File: src/rtl/pb_bus_pkg.sv
// Shared types and constants for the parallel board bus sequencer.
package pb_bus_pkg;

  typedef enum logic [2:0] {
    ST_IDLE      = 3'd0,
    ST_PRE_DELAY = 3'd1,
    ST_ADDR      = 3'd2,
    ST_SETUP     = 3'd3,
    ST_STROBE    = 3'd4,
    ST_RELEASE   = 3'd5,
    ST_NEXT      = 3'd6,
    ST_RESPOND   = 3'd7
  } state_e;

  typedef enum logic [1:0] {
    MODE_WRITE = 2'd0,
    MODE_READ  = 2'd1,
    MODE_TEST  = 2'd2,
    MODE_BCAST = 2'd3
  } mode_e;

  // Bus strobes are active low
  localparam logic ENABLE  = 1'b0;
  localparam logic DISABLE = 1'b1;

  localparam logic DIR_DRIVE = 1'b1;
  localparam logic DIR_INPUT = 1'b0;

  localparam int CNT_W      = 16;
  localparam int MAX_BOARDS = 8;

  // Index of the lowest set bit; 0 when the mask is empty
  function automatic logic [2:0] first_board(input logic [7:0] mask);
    logic [2:0] idx;
    idx = 3'd0;
    for (int i = 7; i >= 0; i--) begin
      if (mask[i]) begin
        idx = 3'(i);
      end else begin
        idx = idx;
      end
    end
    return idx;
  endfunction

endpackage

File: src/rtl/pb_wait_counter.sv
// Down-counter shared by the timed sequencer states: start loads a cycle
// count, done is high on the last cycle of that interval.
module pb_wait_counter
  import pb_bus_pkg::*;
(
  input  logic             clock,
  input  logic             reset,
  input  logic             start,
  input  logic [CNT_W-1:0] load_value,
  output logic             done
);

  localparam logic [CNT_W-1:0] CNT_ONE = {{(CNT_W-1){1'b0}}, 1'b1};

  logic [CNT_W-1:0] cnt_r;

  // Count register: load (value - 1) on start, then decrement to zero and hold
  always_ff @(posedge clock) begin
    if (!reset) begin
      cnt_r <= '0;
    end else if (start) begin
      cnt_r <= (load_value == '0) ? '0 : load_value - CNT_ONE;
    end else if (cnt_r != '0) begin
      cnt_r <= cnt_r - CNT_ONE;
    end else begin
      cnt_r <= cnt_r;
    end
  end

  assign done = (cnt_r == '0);

endmodule

File: src/rtl/pb_bus_sequencer.sv
// Parallel board-bus sequencer: visits each selected board with an
// address/setup/strobe/release cycle. Define PB_BROADCAST_EN for mode 3 broadcast.
module pb_bus_sequencer
  import pb_bus_pkg::*;
#(
  parameter int CLOCK_FREQUENCY  = 27000000,
  parameter int NUM_BOARDS       = 4,
  parameter int DATA_W           = 8,
  parameter int PRE_DELAY_CYCLES = 4,
  parameter int SETUP_CYCLES     = 21,
  parameter int STROBE_CYCLES    = 21
) (
  input  logic                         clock,
  input  logic                         reset,
  input  logic                         cmd_valid,
  output logic                         cmd_ready,
  input  logic [1:0]                   cmd_mode,
  input  logic [NUM_BOARDS-1:0]        cmd_board_mask,
  input  logic [2:0]                   cmd_addr,
  input  logic [NUM_BOARDS*DATA_W-1:0] cmd_wdata,
  output logic                         rsp_valid,
  input  logic                         rsp_ready,
  output logic [NUM_BOARDS*DATA_W-1:0] rsp_data,
  output logic [3:0]                   rsp_count,
  output logic                         rsp_error,
  output logic [NUM_BOARDS-1:0]        BOARD_X,
  output logic [2:0]                   AddessPort,
  output logic                         PB_RD,
  output logic                         PB_WR,
  output logic [DATA_W-1:0]            Data_Out_Port,
  input  logic [DATA_W-1:0]            Data_In_Port,
  output logic                         data_dir
);

  if ((NUM_BOARDS < 1) || (NUM_BOARDS > MAX_BOARDS)) begin : g_bad_boards
    $error("pb_bus_sequencer: NUM_BOARDS must be 1..8");
  end
  if ((SETUP_CYCLES < 1) || (STROBE_CYCLES < 1) || (PRE_DELAY_CYCLES < 1)) begin : g_bad_timing
    $error("pb_bus_sequencer: cycle counts must be at least 1");
  end
  if (CLOCK_FREQUENCY < 1) begin : g_bad_clock
    $error("pb_bus_sequencer: CLOCK_FREQUENCY must be positive");
  end

  state_e                       state_r;
  mode_e                        mode_r;
  logic [2:0]                   addr_r;
  logic [NUM_BOARDS*DATA_W-1:0] wdata_r;
  logic [NUM_BOARDS-1:0]        pend_r;
  logic [2:0]                   idx_r;

  logic                  accept_s;
  logic                  cnt_start_s;
  logic                  cnt_done_s;
  logic [CNT_W-1:0]      cnt_load_s;
  logic [2:0]            nxt_idx_s;
  logic [NUM_BOARDS-1:0] nxt_onehot_s;
  logic [DATA_W-1:0]     nxt_wdata_s;
  logic                  drive_s;
  logic                  is_wr_s;
  logic                  is_rd_s;

  assign accept_s = cmd_valid && cmd_ready;
  assign drive_s  = (mode_r == MODE_WRITE) || (mode_r == MODE_BCAST);
  assign is_wr_s  = drive_s || (mode_r == MODE_TEST);
  assign is_rd_s  = (mode_r == MODE_READ) || (mode_r == MODE_TEST);

  // Next board to visit: lowest still-pending mask bit
  always_comb begin
    nxt_idx_s    = first_board(8'(pend_r));
    nxt_onehot_s = NUM_BOARDS'(1'b1) << nxt_idx_s;
    nxt_wdata_s  = wdata_r[nxt_idx_s*DATA_W +: DATA_W];
  end

  // Counter reload on entry to each timed state
  always_comb begin
    cnt_start_s = 1'b0;
    cnt_load_s  = CNT_W'(PRE_DELAY_CYCLES);
    case (state_r)
      ST_IDLE: begin
        cnt_start_s = accept_s;
        cnt_load_s  = CNT_W'(PRE_DELAY_CYCLES);
      end
      ST_ADDR: begin
        cnt_start_s = 1'b1;
        cnt_load_s  = CNT_W'(SETUP_CYCLES);
      end
      ST_SETUP: begin
        cnt_start_s = cnt_done_s;
        cnt_load_s  = CNT_W'(STROBE_CYCLES);
      end
      default: begin
        cnt_start_s = 1'b0;
        cnt_load_s  = CNT_W'(PRE_DELAY_CYCLES);
      end
    endcase
  end

  pb_wait_counter u_wait (
    .clock      (clock),
    .reset      (reset),
    .start      (cnt_start_s),
    .load_value (cnt_load_s),
    .done       (cnt_done_s)
  );

  // Sequencer FSM with registered bus and response outputs
  always_ff @(posedge clock) begin
    if (!reset) begin
      state_r       <= ST_IDLE;
      mode_r        <= MODE_WRITE;
      addr_r        <= 3'd0;
      wdata_r       <= '0;
      pend_r        <= '0;
      idx_r         <= 3'd0;
      cmd_ready     <= 1'b1;
      rsp_valid     <= 1'b0;
      rsp_error     <= 1'b0;
      rsp_count     <= 4'd0;
      rsp_data      <= '0;
      BOARD_X       <= '0;
      AddessPort    <= 3'd0;
      PB_RD         <= DISABLE;
      PB_WR         <= DISABLE;
      Data_Out_Port <= '0;
      data_dir      <= DIR_INPUT;
    end else begin
      case (state_r)
        ST_IDLE: begin
          if (accept_s) begin
            state_r   <= ST_PRE_DELAY;
            cmd_ready <= 1'b0;
            mode_r    <= mode_e'(cmd_mode);
            addr_r    <= cmd_addr;
            wdata_r   <= cmd_wdata;
            pend_r    <= cmd_board_mask;
            rsp_data  <= '0;
            rsp_count <= 4'd0;
            rsp_error <= 1'b0;
          end else begin
            state_r <= ST_IDLE;
          end
        end

        // Both states pick the next board; PRE_DELAY waits for its gap first
        ST_PRE_DELAY, ST_NEXT: begin
          if ((state_r == ST_NEXT) || cnt_done_s) begin
            if ((state_r == ST_PRE_DELAY) && (mode_r == MODE_BCAST)) begin
`ifdef PB_BROADCAST_EN
              state_r       <= ST_ADDR;
              pend_r        <= '0;
              BOARD_X       <= '1;
              AddessPort    <= addr_r;
              data_dir      <= DIR_DRIVE;
              Data_Out_Port <= wdata_r[DATA_W-1:0];
              rsp_count     <= 4'd1;
`else
              state_r   <= ST_RESPOND;
              rsp_valid <= 1'b1;
              rsp_error <= 1'b1;
`endif
            end else if (pend_r != '0) begin
              state_r       <= ST_ADDR;
              idx_r         <= nxt_idx_s;
              pend_r        <= pend_r & ~nxt_onehot_s;
              BOARD_X       <= nxt_onehot_s;
              AddessPort    <= addr_r;
              data_dir      <= drive_s ? DIR_DRIVE : DIR_INPUT;
              Data_Out_Port <= drive_s ? nxt_wdata_s : '0;
              rsp_count     <= rsp_count + 4'd1;
            end else begin
              state_r   <= ST_RESPOND;
              rsp_valid <= 1'b1;
            end
          end else begin
            state_r <= state_r;
          end
        end

        ST_ADDR: begin
          state_r <= ST_SETUP;
        end

        ST_SETUP: begin
          if (cnt_done_s) begin
            state_r <= ST_STROBE;
            PB_WR   <= is_wr_s ? ENABLE : DISABLE;
            PB_RD   <= is_rd_s ? ENABLE : DISABLE;
          end else begin
            state_r <= ST_SETUP;
          end
        end

        // Bus data is sampled on the final strobe cycle
        ST_STROBE: begin
          if (cnt_done_s) begin
            state_r  <= ST_RELEASE;
            PB_WR    <= DISABLE;
            PB_RD    <= DISABLE;
            BOARD_X  <= '0;
            data_dir <= DIR_INPUT;
            if (is_rd_s) begin
              rsp_data[idx_r*DATA_W +: DATA_W] <= Data_In_Port;
            end else begin
              rsp_data <= rsp_data;
            end
          end else begin
            state_r <= ST_STROBE;
          end
        end

        ST_RELEASE: begin
          state_r       <= ST_NEXT;
          Data_Out_Port <= '0;
        end

        ST_RESPOND: begin
          if (rsp_ready) begin
            state_r   <= ST_IDLE;
            rsp_valid <= 1'b0;
            cmd_ready <= 1'b1;
          end else begin
            state_r <= ST_RESPOND;
          end
        end

        default: begin
          state_r   <= ST_IDLE;
          cmd_ready <= 1'b1;
          rsp_valid <= 1'b0;
          PB_RD     <= DISABLE;
          PB_WR     <= DISABLE;
          BOARD_X   <= '0;
          data_dir  <= DIR_INPUT;
        end
      endcase
    end
  end

endmodule

File: config.mk
export PLATFORM = sky130hd
export DESIGN_NAME = pb_bus_sequencer
export DESIGN_NICKNAME = d
export VERILOG_FILES = /design/src/rtl/pb_bus_pkg.sv /design/src/rtl/pb_wait_counter.sv /design/src/rtl/pb_bus_sequencer.sv
export SDC_FILE = /design/constraint.sdc
export NUM_CORES = 1
export LEC_CHECK = 0
export BUFFER_PORTS_ARGS = -buffer_cell sky130_fd_sc_hd__buf_2
export CAP_MARGIN = 20
export CORE_MARGIN = 10
export CORE_UTILIZATION = 50
export CTS_BUF_LIST = sky130_fd_sc_hd__clkbuf_8
export DETAILED_ROUTE_END_ITERATION = 16
export GPL_TIMING_DRIVEN = 0
export PLACE_DENSITY = 0.74
export SYNTH_ARGS = -nofsm -noshare
export SYNTH_HDL_FRONTEND = slang
export SYNTH_SLANG_ARGS = --single-unit
File: constraint.sdc
create_clock -name clock -period 3.9 [get_ports clock]
set_input_delay 1.17 -clock clock [delete_from_list [all_inputs] [get_ports clock]]
set_output_delay 1.17 -clock clock [all_outputs]
set_load 0.01 [all_outputs]
After elaboration in Yosys (flattened, before gate mapping)
Index checks and enable logic that the tools add are counted.
{ "word_totals": {"reg_bits": 120, "input_bits": 53, "output_inout_bits": 57, "wordCells": 147} }
{ "op_classes": {"addsub": 4, "eq_ne": 20, "n_shift": 4, "muxes": 66, "bitwise_logic": 3, "n_reduce_logical": 32} }
{ "op_table": {"columns": ["operator", "count"], "rows": [
  ["$mux W32", 3],
  ["$pmux W32 S2", 1],
  ["$mux W16", 3],
  ["$mux W4", 12],
  ["$neg A6 Y34", 1],
  ["$shift A8 B34 Y32 const A", 1],
  ["$shiftx A8 B34 Y32", 1],
  ["$bwmux W32", 1],
  ["$logic_not A16 Y1", 2],
  ["$mux W8", 4],
  ["$shiftx A32 B7 Y8", 1],
  ["$mux W3", 8],
  ["$pmux W4 S2", 3],
  ["$pmux W3 S7", 1],
  ["$mux W1", 20],
  ["$reduce_and A4 Y1", 5],
  ["$ne A2 B2 Y1 const B", 9],
  ["$pmux W8 S2", 1],
  ["$reduce_bool A16 Y1", 1],
  ["$reduce_bool A2 Y1", 8],
  ["$sub A16 B1 Y16 const B", 1],
  ["$eq A3 B3 Y1 const B", 4],
  ["$pmux W1 S2", 6],
  ["$reduce_and A5 Y1", 2],
  ["other kinds (22)", 30]
]} }

Logic depth before layout (Yosys ltp)
{ "depth": {"depth_word": 11, "mapped_depth": 10, "ltp_nobuf": 7} }

Modules after synthesis
Synthesis repeated with hierarchy kept, for this count alone.
{ "hier_totals": {"hier_cells": 642, "area_unflattened_um2": 5610.4} }
{ "modules_own_cells": {"columns": ["mod", "n_inst", "cells_per_inst", "area_each_um2", "seq_area_each_um2"], "rows": [
  ["pb_bus_sequencer", 1, 501, 4430.5, 2062.0],
  ["pb_wait_counter", 1, 141, 1179.9, 320.3]
]} }

Least setup slack after synthesis
OpenSTA, ideal clock, no wires.
{ "synth_timing": {"path_type": "in2reg", "startpoint": "in cmd_valid", "endpoint": "reg rsp_data[17]", "setup_time_ns": 0.088, "arrival_time_ns": 2.441, "required_time_ns": 3.812, "setup_slack_ns": 1.371, "cell_stages": 7, "path_buffers": 2, "path_cell_list": "nand3b_4 or3_4 o21a_1 buf_2 or2_1 clkbuf_1 o31ai_1"} }
{ "synth_between": {"elab_chain_len": 3} }
{ "synth_lines": {"columns": ["item", "line_no", "text"], "rows": [
  ["from (decl)", "pb_bus_sequencer.sv:15", "input logic cmd_valid,"],
  ["$logic_and A1 B1 Y1", "pb_bus_sequencer.sv:63", "assign accept_s = cmd_valid && cmd_ready;"],
  ["$ne A2 B2 Y1 (no line)", null, null],
  ["$reduce_and A4 Y1 (no line)", null, null],
  ["to (signal, indexed assignment)", "pb_bus_sequencer.sv:203", "rsp_data[idx_r*DATA_W +: DATA_W] <= Data_In_Port;"],
  ["to (signal assigned)", "pb_bus_sequencer.sv:205", "rsp_data <= rsp_data;"],
  ["to (decl)", "pb_bus_sequencer.sv:23", "output logic [NUM_BOARDS*DATA_W-1:0] rsp_data,"]
]} }
No other way between the ends.
A chain may end at the register's enable or synchronous reset.

Worst setup path in the final report
{ "layout_timing": {"startpoint": "reg u_wait.cnt_r[0]", "endpoint": "reg idx_r[1]"} }
{ "layout_between": {"elab_chain_len": 3} }
{ "layout_lines": {"columns": ["item", "line_no", "text"], "rows": [
  ["from (decl)", "pb_wait_counter.sv:15", "logic [CNT_W-1:0] cnt_r;"],
  ["from (signal assigned)", "pb_wait_counter.sv:22", "cnt_r <= (load_value == '0) ? '0 : load_value - CNT_ONE;"],
  ["from (signal assigned)", "pb_wait_counter.sv:24", "cnt_r <= cnt_r - CNT_ONE;"],
  ["from (signal assigned)", "pb_wait_counter.sv:26", "cnt_r <= cnt_r;"],
  ["$logic_not A16 Y1", "pb_wait_counter.sv:30", "assign done = (cnt_r == '0);"],
  ["$logic_or A1 B1 Y1", "pb_bus_sequencer.sv:147", "if ((state_r == ST_NEXT) || cnt_done_s) begin"],
  ["$reduce_and A4 Y1 (no line)", null, null],
  ["to (signal assigned)", "pb_bus_sequencer.sv:164", "idx_r <= nxt_idx_s;"],
  ["to (decl)", "pb_bus_sequencer.sv:50", "logic [2:0] idx_r;"]
]} }
No other way between the ends.

==> impl_results.md <==
* Diodes inserted at 0
* DR iter-0 viols at 423
* Yosys warns at 0
* # H-tree levels at 4
* Max cap viols at 0
* Ys async rst share at 0%
* Num ports at 110
* Hold_buf cts at 0
* HP Class: flip-flop to flip-flop
* Pre-Repair DR Iteration Count at 5
* Worst Hold Path EP: wdata_r[20]
* Sequential share of the synthesized area at a little under half
* Peak VDD IR at ~0.54 mV
* Net Switching at roughly 1700 uW
* Worst Path Required at approximately 4.3 ns
* TritonCTS Sinks at around 120
* Syn Nets at about 660
* Worst-Margin Slew at 0.8972 ns
* Crit-path slowest cell: o31ai_1
* Max-slew violations at 0
* Routed vias at approximately 4900
* Max_slew headroom at 39.67%
* Post-DP HPWL at ~11 mm
* Sequential group share of total power at between 30% and 40%
* Cell Area, Placed at 5944 sq um
* Postcts setup bufs at 0
* Die W at 122.3 microns
* Buf/Inv on CP at 1
* PD cells at between 600 and 700 nW/um^2
* Worst setup SP type: flip-flop
* Cell taking the most area after synthesis: dfxtp_1
* Reg2reg path depth at 7
* Syn avg cell area at just under 9 sq um
* Final setup violation count at 0
* Worst-path cell chain: inv_1 -> ha_1 -> nor4b_1 -> nand4_1 -> o31ai_1 -> o2111ai_1 -> o31ai_1
* Ys flop type: dfxtp_1
* CP max FO at 8
* Clk_skew at about 0.010 ns
* Port bufs at about 110
* Die area at between 10000 and 15000 sq um
* Synth top area share at about 46%
* Leak at 0.002597 uW
* Tot GR Track Use at between 20% and 30%
* Initial antenna violation count at 0
* Synth Register Bits at approximately 120
* Hold Vio Cnt, Final at 0
* Final period utilization at 63.55%
* Clock-pin slew on the worst setup and hold paths at 0.07 ns
* Vias in the first global route at 4784
* Crit path time final at 2.478 ns
* Critical Path Most Common Cell: o31ai_1
* Layout Nets at between 700 and 800
* RSZ-0062 raised after global routing: false
* Post-synth EDFFs at 0
* Fin area at 6376 sq um
* Switching Share at 39.20%
* Post-Synthesis Cells at 601
* Worst r2r dst: idx_r[1]
* Die H at 122.3 microns
* Combinational share of power at a little under two fifths
* Setup ws final at between 1 and 1.5 ns
* Worst reg2reg setup slack at between 1 and 1.5 ns
* Drt via density at between 5 and 6
* WL met2 at 7.333 mm
* Crit path DAT at 2.84 ns
* Layout cells sized above 1 at roughly 22%
* Area grow syn2layout at 21.94%
* Initial Utilization at 50.88%
* Core Rows at 37
* Internal power at between 2000 and 3000 uW
* Max Freq at slightly above 400 MHz
* Detail Route Antenna Nets at 0
* Worst Setup SP: u_wait.cnt_r[0]
* Top sig layer: met4
* Worst skew pair latency at between 0.4 and 0.5 ns
* Wl on met1 at approximately 6.6 mm
* Util after Layout at between 60% and 70%
* Max clock buf depth at 2
* Worst path max stage delay at 0.78 ns
* Clk network pwr share at a little over a quarter
* Hold path start: wdata_r[20]
* Core ar. at about 10000 sq um
* Syn Std Cell Area at about 5200 sq um
* First-pass GRT wire length at ~24 mm
* Top post-synthesis cells by area: dfxtp_1 46%, nand2_1 8.1%, a21oi_1 5.6%
* CTS tree: done
* Total grt overflow at 0
* Post-Route Setup TNS at 0 ns
* Crit path capture type: flip-flop
* Final Wtd Congestion at 0.9003
* Pre-CTS setup slack at ~0.99 ns
* Yosys cell types at between 50 and 60
* Type of the worst setup path: flip-flop to flip-flop
* Post_cts resized at 0
* R2R Path Start: u_wait.cnt_r[0]
* Drt drc at 0
* Largest net degree at the start of global routing at 17
* Hold path cells at 2
* Detailed Route WL at between 15 and 20 mm
* Run status: complete, no violations
* Clk root buf: clkbuf_8
* Post-detailed-route wirelength per cell at between 15 and 20 microns
* Num CTS Buffers at 17
* Cell family with most CP delay: compound AO/OA/AOI/OAI gates
* Met3 Routed Length at 1.115 mm
state kept, by name (all words and copies together) (netlist names), 3 cells and up:
signal	count
AddessPort	3
BOARD_X	4
Data_Out_Port	8
addr_r	3
pend_r	4
rsp_count	4
rsp_data	32
state_r	3
u_wait.cnt_r	16
wdata_r	32
layout by cell type, fill, tap and decap left out, types with 2 or more instances in the layout:
cell type / netlist / layout
dfxtp_1: 119 / 119
buf_2: 7 / 117
nand2_1: 113 / 113
a21oi_1: 58 / 58
clkbuf_1: 33 / 33
o211ai_1: 29 / 29
o31ai_1: 28 / 28
nor2_1: 25 / 25
a22o_1: 24 / 24
clkbuf_8: 0 / 20
nand3_1: 18 / 18
o21ai_0: 15 / 15
inv_1: 9 / 11
nor3_1: 9 / 9
a221o_1: 9 / 9
xnor2_1: 9 / 9
ha_1: 9 / 9
nor4_1: 7 / 7
nand4_1: 6 / 6
mux2i_1: 6 / 6
xor2_1: 5 / 5
a31oi_1: 5 / 5
a21oi_2: 4 / 4
nand2b_1: 4 / 4
or2_2: 4 / 4
nand4b_1: 3 / 3
and3_1: 3 / 3
clkinvlp_4: 0 / 3
bufinv_16: 0 / 3
o21a_1: 2 / 2
or2_1: 2 / 2
nor3b_1: 2 / 2
buf_1: 2 / 2
or3_1: 2 / 2
a211oi_1: 2 / 2
a311oi_1: 2 / 2
o21bai_1: 2 / 2
clkinv_4: 0 / 2
through the flow:
stage | std cells | total power (uW) | hold slack [ns]
floorplan | 601 | 2809 | 0.4360
global placement | 846 | 3189 | 0.4441
detailed placement | 846 | 3236 | 0.4477
CTS | 878 | 4425 | 0.4575
global route | 879 | 4724 | 0.4794
finish | 879 | 4439 | 0.4586
area by class of cell:
class | instances | area, sq um
tap | 136 | 170.2
sequential | 119 | 2382
buffer | 44 | 188.9
clock inverter | 12 | 151.4
fill | 933 | 3901
clock buffer | 20 | 275.3
timing repair buffer | 110 | 550.5
multi-input combinational | 428 | 2620
inverter | 10 | 37.54
tightest hold or removal path, stage by stage (launching register included):
cell and delay, ns:
dfxtp_1 0.31, nand2_1 0.05, a21oi_1 0.05
power by group through the flow:
stage / Clock (uW) / Sequential [uW] / Combinational (uW)
floorplan: 0 / 1550 / 1260
global placement: 0 / 1560 / 1630
detailed placement: 0 / 1570 / 1670
CTS: 1200 / 1540 / 1680
global route: 1250 / 1570 / 1910
finish: 1190 / 1550 / 1700
worst max-delay path by stage:
stage	end	slack, ns	depth (start not counted)
floorplan	rsp_data[17]	1.37	7
global placement	wdata_r[26]	1.02	6
detailed placement	wdata_r[30]	0.99	6
CTS	wdata_r[30]	1.44	6
global route	idx_r[1]	1.19	7
finish	idx_r[1]	1.42	7
metal layers:
metal  up-vias  GRT usage (%)
li1       2446              -
met1      2332          24.79
met2       146          32.71
met3        23          5.739
met4         0          7.806
met5         -              0
cell usage after synthesis (all sizes together), types with 10 or more instances:
library cell and count:
dfxtp 119, nand3 18, a22o 24, clkbuf 33
a21oi 63, nor2 25, o211ai 29, o31ai 28
buf 11, nand2 114, o21ai 15, nor3 10
cells by family (layout without fill, tap and decap cells):
| family | Yosys count | count (layout) | share of synthesized area [%] |
|---|---|---|---|
| mux | 6 | 6 | 1.149 |
| buf+inv | 54 | 196 | 4.331 |
| compound gates | 189 | 189 | 25.29 |
| simple gates | 210 | 210 | 19.17 |
| fa+ha+maj | 9 | 9 | 2.154 |
| xor+xnor | 14 | 14 | 2.345 |
| flops | 119 | 119 | 45.56 |
Power figures use the tool's default switching activity.
